$ cat config.mk
export PLATFORM = sky130hd
export DESIGN_NAME = spi_read_sequencer
export DESIGN_NICKNAME = d
export VERILOG_FILES = /design/src/rtl/spi_read_sequencer_pkg.sv /design/src/rtl/spi_read_sequencer.sv
export SDC_FILE = /design/constraint.sdc
export NUM_CORES = 1
export LEC_CHECK = 0
export ABC_CLOCK_PERIOD_IN_PS = 2050
export BUFFER_PORTS_ARGS = -buffer_cell sky130_fd_sc_hd__buf_2
export CORE_UTILIZATION = 50
export CTS_CLUSTER_SIZE = 16
export DETAILED_ROUTE_END_ITERATION = 8
export GPL_ROUTABILITY_DRIVEN = 0
export GPL_TIMING_DRIVEN = 0
export PLACE_DENSITY = 0.77
export SYNTH_ARGS = -nofsm -noshare
export SYNTH_HDL_FRONTEND = slang
export SYNTH_SLANG_ARGS = --single-unit
$ cat constraint.sdc
create_clock -name clk_in -period 2.05 [get_ports clk_in]
set_input_delay 0.1025 -clock clk_in [delete_from_list [all_inputs] [get_ports clk_in]]
set_output_delay 0.1025 -clock clk_in [all_outputs]
set_load 0.01 [all_outputs]
$ cat src/rtl/spi_read_sequencer_pkg.sv
// Shared types and constants for the serial-flash READ sequencer.
// Holds the FSM state set, the kind of byte on the wire, and the address-byte selector.
package spi_read_sequencer_pkg;

  typedef enum logic [2:0] {
    ST_IDLE   = 3'd0,
    ST_SETTLE = 3'd1,
    ST_WAIT   = 3'd2,
    ST_NEXT   = 3'd3,
    ST_HOLD   = 3'd4,
    ST_CSHI   = 3'd5
  } seq_state_t;

  typedef enum logic [1:0] {
    BYTE_CMD  = 2'd0,
    BYTE_ADDR = 2'd1,
    BYTE_DATA = 2'd2
  } byte_kind_t;

  localparam logic [7:0] SPI_STAGE_DONE = 8'd99;
  localparam logic [7:0] SPI_DUMMY_BYTE = 8'hFF;

  // Byte idx of the latched address, idx 0 being the least significant.
  function automatic logic [7:0] addr_byte(input logic [31:0] addr, input logic [1:0] idx);
    logic [7:0] res;
    case (idx)
      2'd0:    res = addr[7:0];
      2'd1:    res = addr[15:8];
      2'd2:    res = addr[23:16];
      2'd3:    res = addr[31:24];
      default: res = 8'h00;
    endcase
    return res;
  endfunction

endpackage

$ cat src/rtl/spi_read_sequencer.sv
// Turns one read request into opcode + address + N data bytes on the SPI byte engine,
// handing each received byte to the consumer over a valid/ready handshake.
module spi_read_sequencer
  import spi_read_sequencer_pkg::*;
#(
  parameter logic [7:0]  READ_CMD       = 8'h03,
  parameter int unsigned ADDR_BYTES     = 3,
  parameter int unsigned CS_HIGH_CYCLES = 4
) (
  input  logic        clk_in,
  input  logic        reset,
  input  logic        rd_start,
  input  logic [31:0] rd_addr,
  input  logic [15:0] rd_len,
  output logic        rd_busy,
  output logic [7:0]  rd_data,
  output logic        rd_valid,
  input  logic        rd_ready,
  output logic        rd_done,
  output logic        spi_enabled,
  output logic [7:0]  spi_data_in,
  output logic        spi_continue_read,
  input  logic [7:0]  spi_data_out,
  input  logic [7:0]  spi_stage
);

  localparam logic [1:0] ADDR_MSB_IDX = 2'(ADDR_BYTES - 1);
  localparam logic [7:0] CS_LAST      = 8'(CS_HIGH_CYCLES - 1);

  seq_state_t  state_r,     state_s;
  byte_kind_t  kind_r,      kind_s;
  logic        settle_r,    settle_s;
  logic [1:0]  addr_idx_r,  addr_idx_s;
  logic [31:0] addr_r,      addr_s;
  logic [15:0] remaining_r, remaining_s;
  logic [7:0]  cs_cnt_r,    cs_cnt_s;
  logic        rd_busy_r,   rd_busy_s;
  logic [7:0]  rd_data_r,   rd_data_s;
  logic        rd_valid_r,  rd_valid_s;
  logic        rd_done_r,   rd_done_s;
  logic        spi_en_r,    spi_en_s;
  logic [7:0]  spi_din_r,   spi_din_s;
  logic        spi_cont_r,  spi_cont_s;

  // Next-state and next-output logic; every output is taken from a register.
  always_comb begin
    state_s     = state_r;
    kind_s      = kind_r;
    settle_s    = settle_r;
    addr_idx_s  = addr_idx_r;
    addr_s      = addr_r;
    remaining_s = remaining_r;
    cs_cnt_s    = cs_cnt_r;
    rd_busy_s   = rd_busy_r;
    rd_data_s   = rd_data_r;
    rd_valid_s  = rd_valid_r;
    rd_done_s   = 1'b0;
    spi_en_s    = spi_en_r;
    spi_din_s   = spi_din_r;
    spi_cont_s  = 1'b0;

    case (state_r)
      ST_IDLE: begin
        if (rd_start) begin
          if (rd_len == 16'd0) begin
            rd_done_s = 1'b1;
          end else begin
            addr_s      = rd_addr;
            remaining_s = rd_len;
            kind_s      = BYTE_CMD;
            spi_din_s   = READ_CMD;
            spi_en_s    = 1'b1;
            rd_busy_s   = 1'b1;
            settle_s    = 1'b0;
            state_s     = ST_SETTLE;
          end
        end else begin
          state_s = ST_IDLE;
        end
      end

      // The engine still shows the previous stage value here, so it is not looked at.
      ST_SETTLE: begin
        if (settle_r == 1'b0) begin
          settle_s = 1'b1;
        end else begin
          settle_s = 1'b0;
          state_s  = ST_WAIT;
        end
      end

      ST_WAIT: begin
        if (spi_stage == SPI_STAGE_DONE) begin
          if (kind_r == BYTE_DATA) begin
            rd_data_s  = spi_data_out;
            rd_valid_s = 1'b1;
            state_s    = ST_HOLD;
          end else begin
            state_s = ST_NEXT;
          end
        end else begin
          state_s = ST_WAIT;
        end
      end

      ST_NEXT: begin
        case (kind_r)
          BYTE_CMD: begin
            kind_s     = BYTE_ADDR;
            addr_idx_s = ADDR_MSB_IDX;
            spi_din_s  = addr_byte(addr_r, ADDR_MSB_IDX);
          end
          BYTE_ADDR: begin
            if (addr_idx_r != 2'd0) begin
              addr_idx_s = addr_idx_r - 2'd1;
              spi_din_s  = addr_byte(addr_r, addr_idx_r - 2'd1);
            end else begin
              kind_s    = BYTE_DATA;
              spi_din_s = SPI_DUMMY_BYTE;
            end
          end
          default: begin
            spi_din_s = SPI_DUMMY_BYTE;
          end
        endcase
        spi_cont_s = 1'b1;
        settle_s   = 1'b0;
        state_s    = ST_SETTLE;
      end

      ST_HOLD: begin
        if (rd_ready) begin
          rd_valid_s  = 1'b0;
          remaining_s = remaining_r - 16'd1;
          if (remaining_r > 16'd1) begin
            state_s = ST_NEXT;
          end else begin
            spi_en_s = 1'b0;
            cs_cnt_s = 8'd0;
            state_s  = ST_CSHI;
          end
        end else begin
          state_s = ST_HOLD;
        end
      end

      ST_CSHI: begin
        if (cs_cnt_r == CS_LAST) begin
          rd_done_s = 1'b1;
          rd_busy_s = 1'b0;
          state_s   = ST_IDLE;
        end else begin
          cs_cnt_s = cs_cnt_r + 8'd1;
        end
      end

      default: begin
        state_s = ST_IDLE;
      end
    endcase
  end

  // State and output registers; reset forces the engine off and discards any partial byte.
  always_ff @(posedge clk_in or posedge reset) begin
    if (reset) begin
      state_r     <= ST_IDLE;
      kind_r      <= BYTE_CMD;
      settle_r    <= 1'b0;
      addr_idx_r  <= 2'd0;
      addr_r      <= 32'd0;
      remaining_r <= 16'd0;
      cs_cnt_r    <= 8'd0;
      rd_busy_r   <= 1'b0;
      rd_data_r   <= 8'd0;
      rd_valid_r  <= 1'b0;
      rd_done_r   <= 1'b0;
      spi_en_r    <= 1'b0;
      spi_din_r   <= SPI_DUMMY_BYTE;
      spi_cont_r  <= 1'b0;
    end else begin
      state_r     <= state_s;
      kind_r      <= kind_s;
      settle_r    <= settle_s;
      addr_idx_r  <= addr_idx_s;
      addr_r      <= addr_s;
      remaining_r <= remaining_s;
      cs_cnt_r    <= cs_cnt_s;
      rd_busy_r   <= rd_busy_s;
      rd_data_r   <= rd_data_s;
      rd_valid_r  <= rd_valid_s;
      rd_done_r   <= rd_done_s;
      spi_en_r    <= spi_en_s;
      spi_din_r   <= spi_din_s;
      spi_cont_r  <= spi_cont_s;
    end
  end

  assign rd_busy           = rd_busy_r;
  assign rd_data           = rd_data_r;
  assign rd_valid          = rd_valid_r;
  assign rd_done           = rd_done_r;
  assign spi_enabled       = spi_en_r;
  assign spi_data_in       = spi_din_r;
  assign spi_continue_read = spi_cont_r;

endmodule

==> metrics.cfg <==
[yosys]
synth_seq_cells=85
synth_area_um2=4350
syn_avg_cell_area_um2=10.5
seq_area_frac_synth_pct=49.1
ys_types=57
synth_edf_count=0
yosysWarnings=0
synth_fp_nets=489
synth_cells=413
postSynth.asyncResetShare_pct=100
synth_ff_type=dfrtp_1

[sta]
setup_viol=0
hold_violations=0
slew_violations=0
fin_worst_skew_ns=0.0114
finalSetupTns_ns=0
slew_headroom_pct=52.5
rsz0062_at_grt=true
max_freq_mhz=506
layout_min_cycle_time_ns=1.97
timing.final.crit_share_pct=96.3
max_slew.worst_pin.slew_ns=0.713

[worst_setup_path]
crit_buf_inv=0
cp_top_family=simple AND/OR/NAND/NOR gates
cp_data_required_time_ns=2.29
path_cells=nor4_4 > nand4_1 > o311a_1 > a31oi_1 > o21ai_1
slowest_stage=dfrtp_1
crit_fanout=5
worstSetupPathType=reg2reg
max_stage_delay_ns=0.47
crit_path_start_kind=flop
crit_path_end_kind=flop
arrival_ns=2.22

[placed_design]
io_buffers=88
place_area_um2=4970
hpwlAfterDp_um=7660

[power]
switching_share_pct=36.6
p_int_mw=4.34
power_frac_comb_pct=36.2
p_leak_nw=2.61
power_frac_seq_pct=42.0
pwr-share-clk_pct=21.8
p_per_area_nw_per_um2=1210
power_switching_mw=2.50
ir_worst_vdd_uv=621

[die]
die_h_um=95.3
initial_core_util_pct=52.2
die_area_um2=9090
pin_count=89
num_rows=33
coreArea_um2=8340
die_w_um=95.3

[grt]
grt_use_met3_pct=5.10
grt_remaining_overflow=0
antenna_found_initial=0
grt_pass1_wl_um=18500
grt_pass1_vias=3895
use_met1_pct=34.9
grt_max_degree=34
top_usage_layer=met2
grtUsageTotal_pct=26.9
grtUsageMet2_pct=44.4

[clocking]
h-tree-depth=3
tritoncts=yes
path_clk_slew_ns=0.09
numClockSinks=85
cts_buffers=9
clockRootBuffer=clkbuf_8
clock_path_buffers=2
worstSkewPairLatency_ns=0.37

[drt]
wire_per_inst_um=17.3
drc_errors=0
drt_iter0_drc=306
drt_wl_total_um=11500
num_vias=3905
dr.pass1.iters=7
vias_per_cell=5.85
ant_nets=0

[finish]
area_growth_pct=30.4
mostFrequentLayoutCells=97 x buf_2, 76 x dfrtp_1, 41 x dlygate4sd3_1
nFillCells=642
drive_above_1_share_pct=33.6
regArea_um2=2140
final_common_cell=buf_2
postLayoutCellArea_um2=5680
antenna_cells=0
multi_input_area_um2=2060
nNetsFinal=634

[job]
max_cap_viol_count=0

[hold_path]
worstHoldPathType=in2reg

[status]
outcome=finished clean

final cells by class:
| class | instances | area share (%) |
|---|---|---|
| plain buffers | 22 | 1.89 |
| inverters | 21 | 1.45 |
| multi-input cells | 285 | 36.2 |
| well taps | 105 | 2.31 |
| clock buffers | 9 | 2.18 |
| clock inverters | 7 | 2.23 |
| repair buffers | 134 | 16.1 |
| flip-flops and latches | 85 | 37.7 |
kinds of logic after synthesis:
group / share of synthesized area [%]
compound gates: 15.4
xor+xnor: 0.805
fa+ha+maj: 2.30
mux: 12.4
buf+inv: 4.22
flops: 49.1
simple gates: 15.8
synth_stat cells (2+ instances only):
library cell,count,area share (%)
nor3_1,9,1.0
and3_1,2,0.29
nor4b_1,2,0.40
a31oi_1,12,1.7
xor2_1,4,0.80
dfrtp_1,77,44
buf_1,3,0.26
nand2_1,22,1.9
mux2_2,40,10
buf_2,9,1.0
or3_1,4,0.57
clkbuf_1,8,0.69
nor3b_1,2,0.34
o211ai_1,4,0.69
ha_1,8,2.3
nor3_4,2,0.75
a2bb2oi_1,4,0.80
a21oi_1,20,2.3
inv_1,20,1.7
nand3b_1,2,0.34
mux2i_1,9,2.1
nand3_1,12,1.4
o22ai_1,10,1.4
a222oi_1,8,1.8
nor2_1,37,3.2
nand4_1,4,0.57
o21ai_0,21,2.4
o221ai_1,2,0.40
o21ai_1,3,0.34
a22oi_1,3,0.52
nor4_1,8,1.1
nor2b_1,3,0.43
dfstp_2,8,4.8
o22a_1,8,1.6
worst paths after layout:
kind / start / end / slack [ns] / depth (start not counted)
max in group asynchronous: reset / spi_data_in[5] / 1.06 / 4
setup / recovery: remaining_r[6] / remaining_r[15] / 0.08 / 5
setup reg to reg: remaining_r[6] / remaining_r[15] / 0.08 / 5
hold / removal: rd_len[15] / remaining_r[15] / 0.04 / 3
min in group asynchronous: reset / addr_r[26] / 0.35 / 3
hold reg to reg: spi_data_in[2] / spi_data_in[2] / 0.49 / 2
flip-flops by register name, summed over array words and instances, names as in the netlist:
register / count
kind_r: 2
rd_done: 1
rd_valid: 1
rd_busy: 1
addr_r: 32
cs_cnt_r: 8
spi_data_in: 8
spi_enabled: 1
state_r: 3
addr_idx_r: 2
remaining_r: 16
settle_r: 1
spi_continue_read: 1
rd_data: 8
layer usage:
metal  part of all wire, %  wire length (um)
met1                    41              4770
met2                    50              5760
met3                   6.0               692
met4                   2.6               299
met5                     0                 0
metrics by stage:
step                instances  hold slack, ns  utilization [%]  setup slack, ns  power (mW)
global placement          606           0.334             59.1           -0.240        5.05
floorplan                 413           0.253                -            0.103        4.50
detailed placement        608           0.217             59.6           -0.309        5.20
finish                    668          0.0434             68.1           0.0752        6.85
global route              668          0.0362             68.1          -0.0214        7.25
CTS                       665          0.0375             67.6          0.00891        6.77
what timing repair did:
action / 4_1_cts / 5_1_grt
endpoints found under the hold margin: 65 / 0
buffers inserted: 0 / 3
gates resized for setup: 2 / 7
setup endpoints to repair: 4 / 11
hold buffers: 41 / 0
pin swaps: 0 / 1
worst register-to-register path: stages (launching register included):
cell	delay (ns)
dfrtp_1	0.47
nor4_4	0.46
nand4_1	0.32
o311a_1	0.38
a31oi_1	0.16
o21ai_1	0.08
power by group through the flow:
stage	Sequential [mW]	Combinational, mW	Clock [mW]
after floorplan	2.74	1.76	0
after global placement	2.81	2.24	0
after detailed placement	2.85	2.36	0
after CTS	2.83	2.44	1.50
after global routing	2.96	2.71	1.58
final	2.88	2.48	1.49
Power figures use the tool's default switching activity.
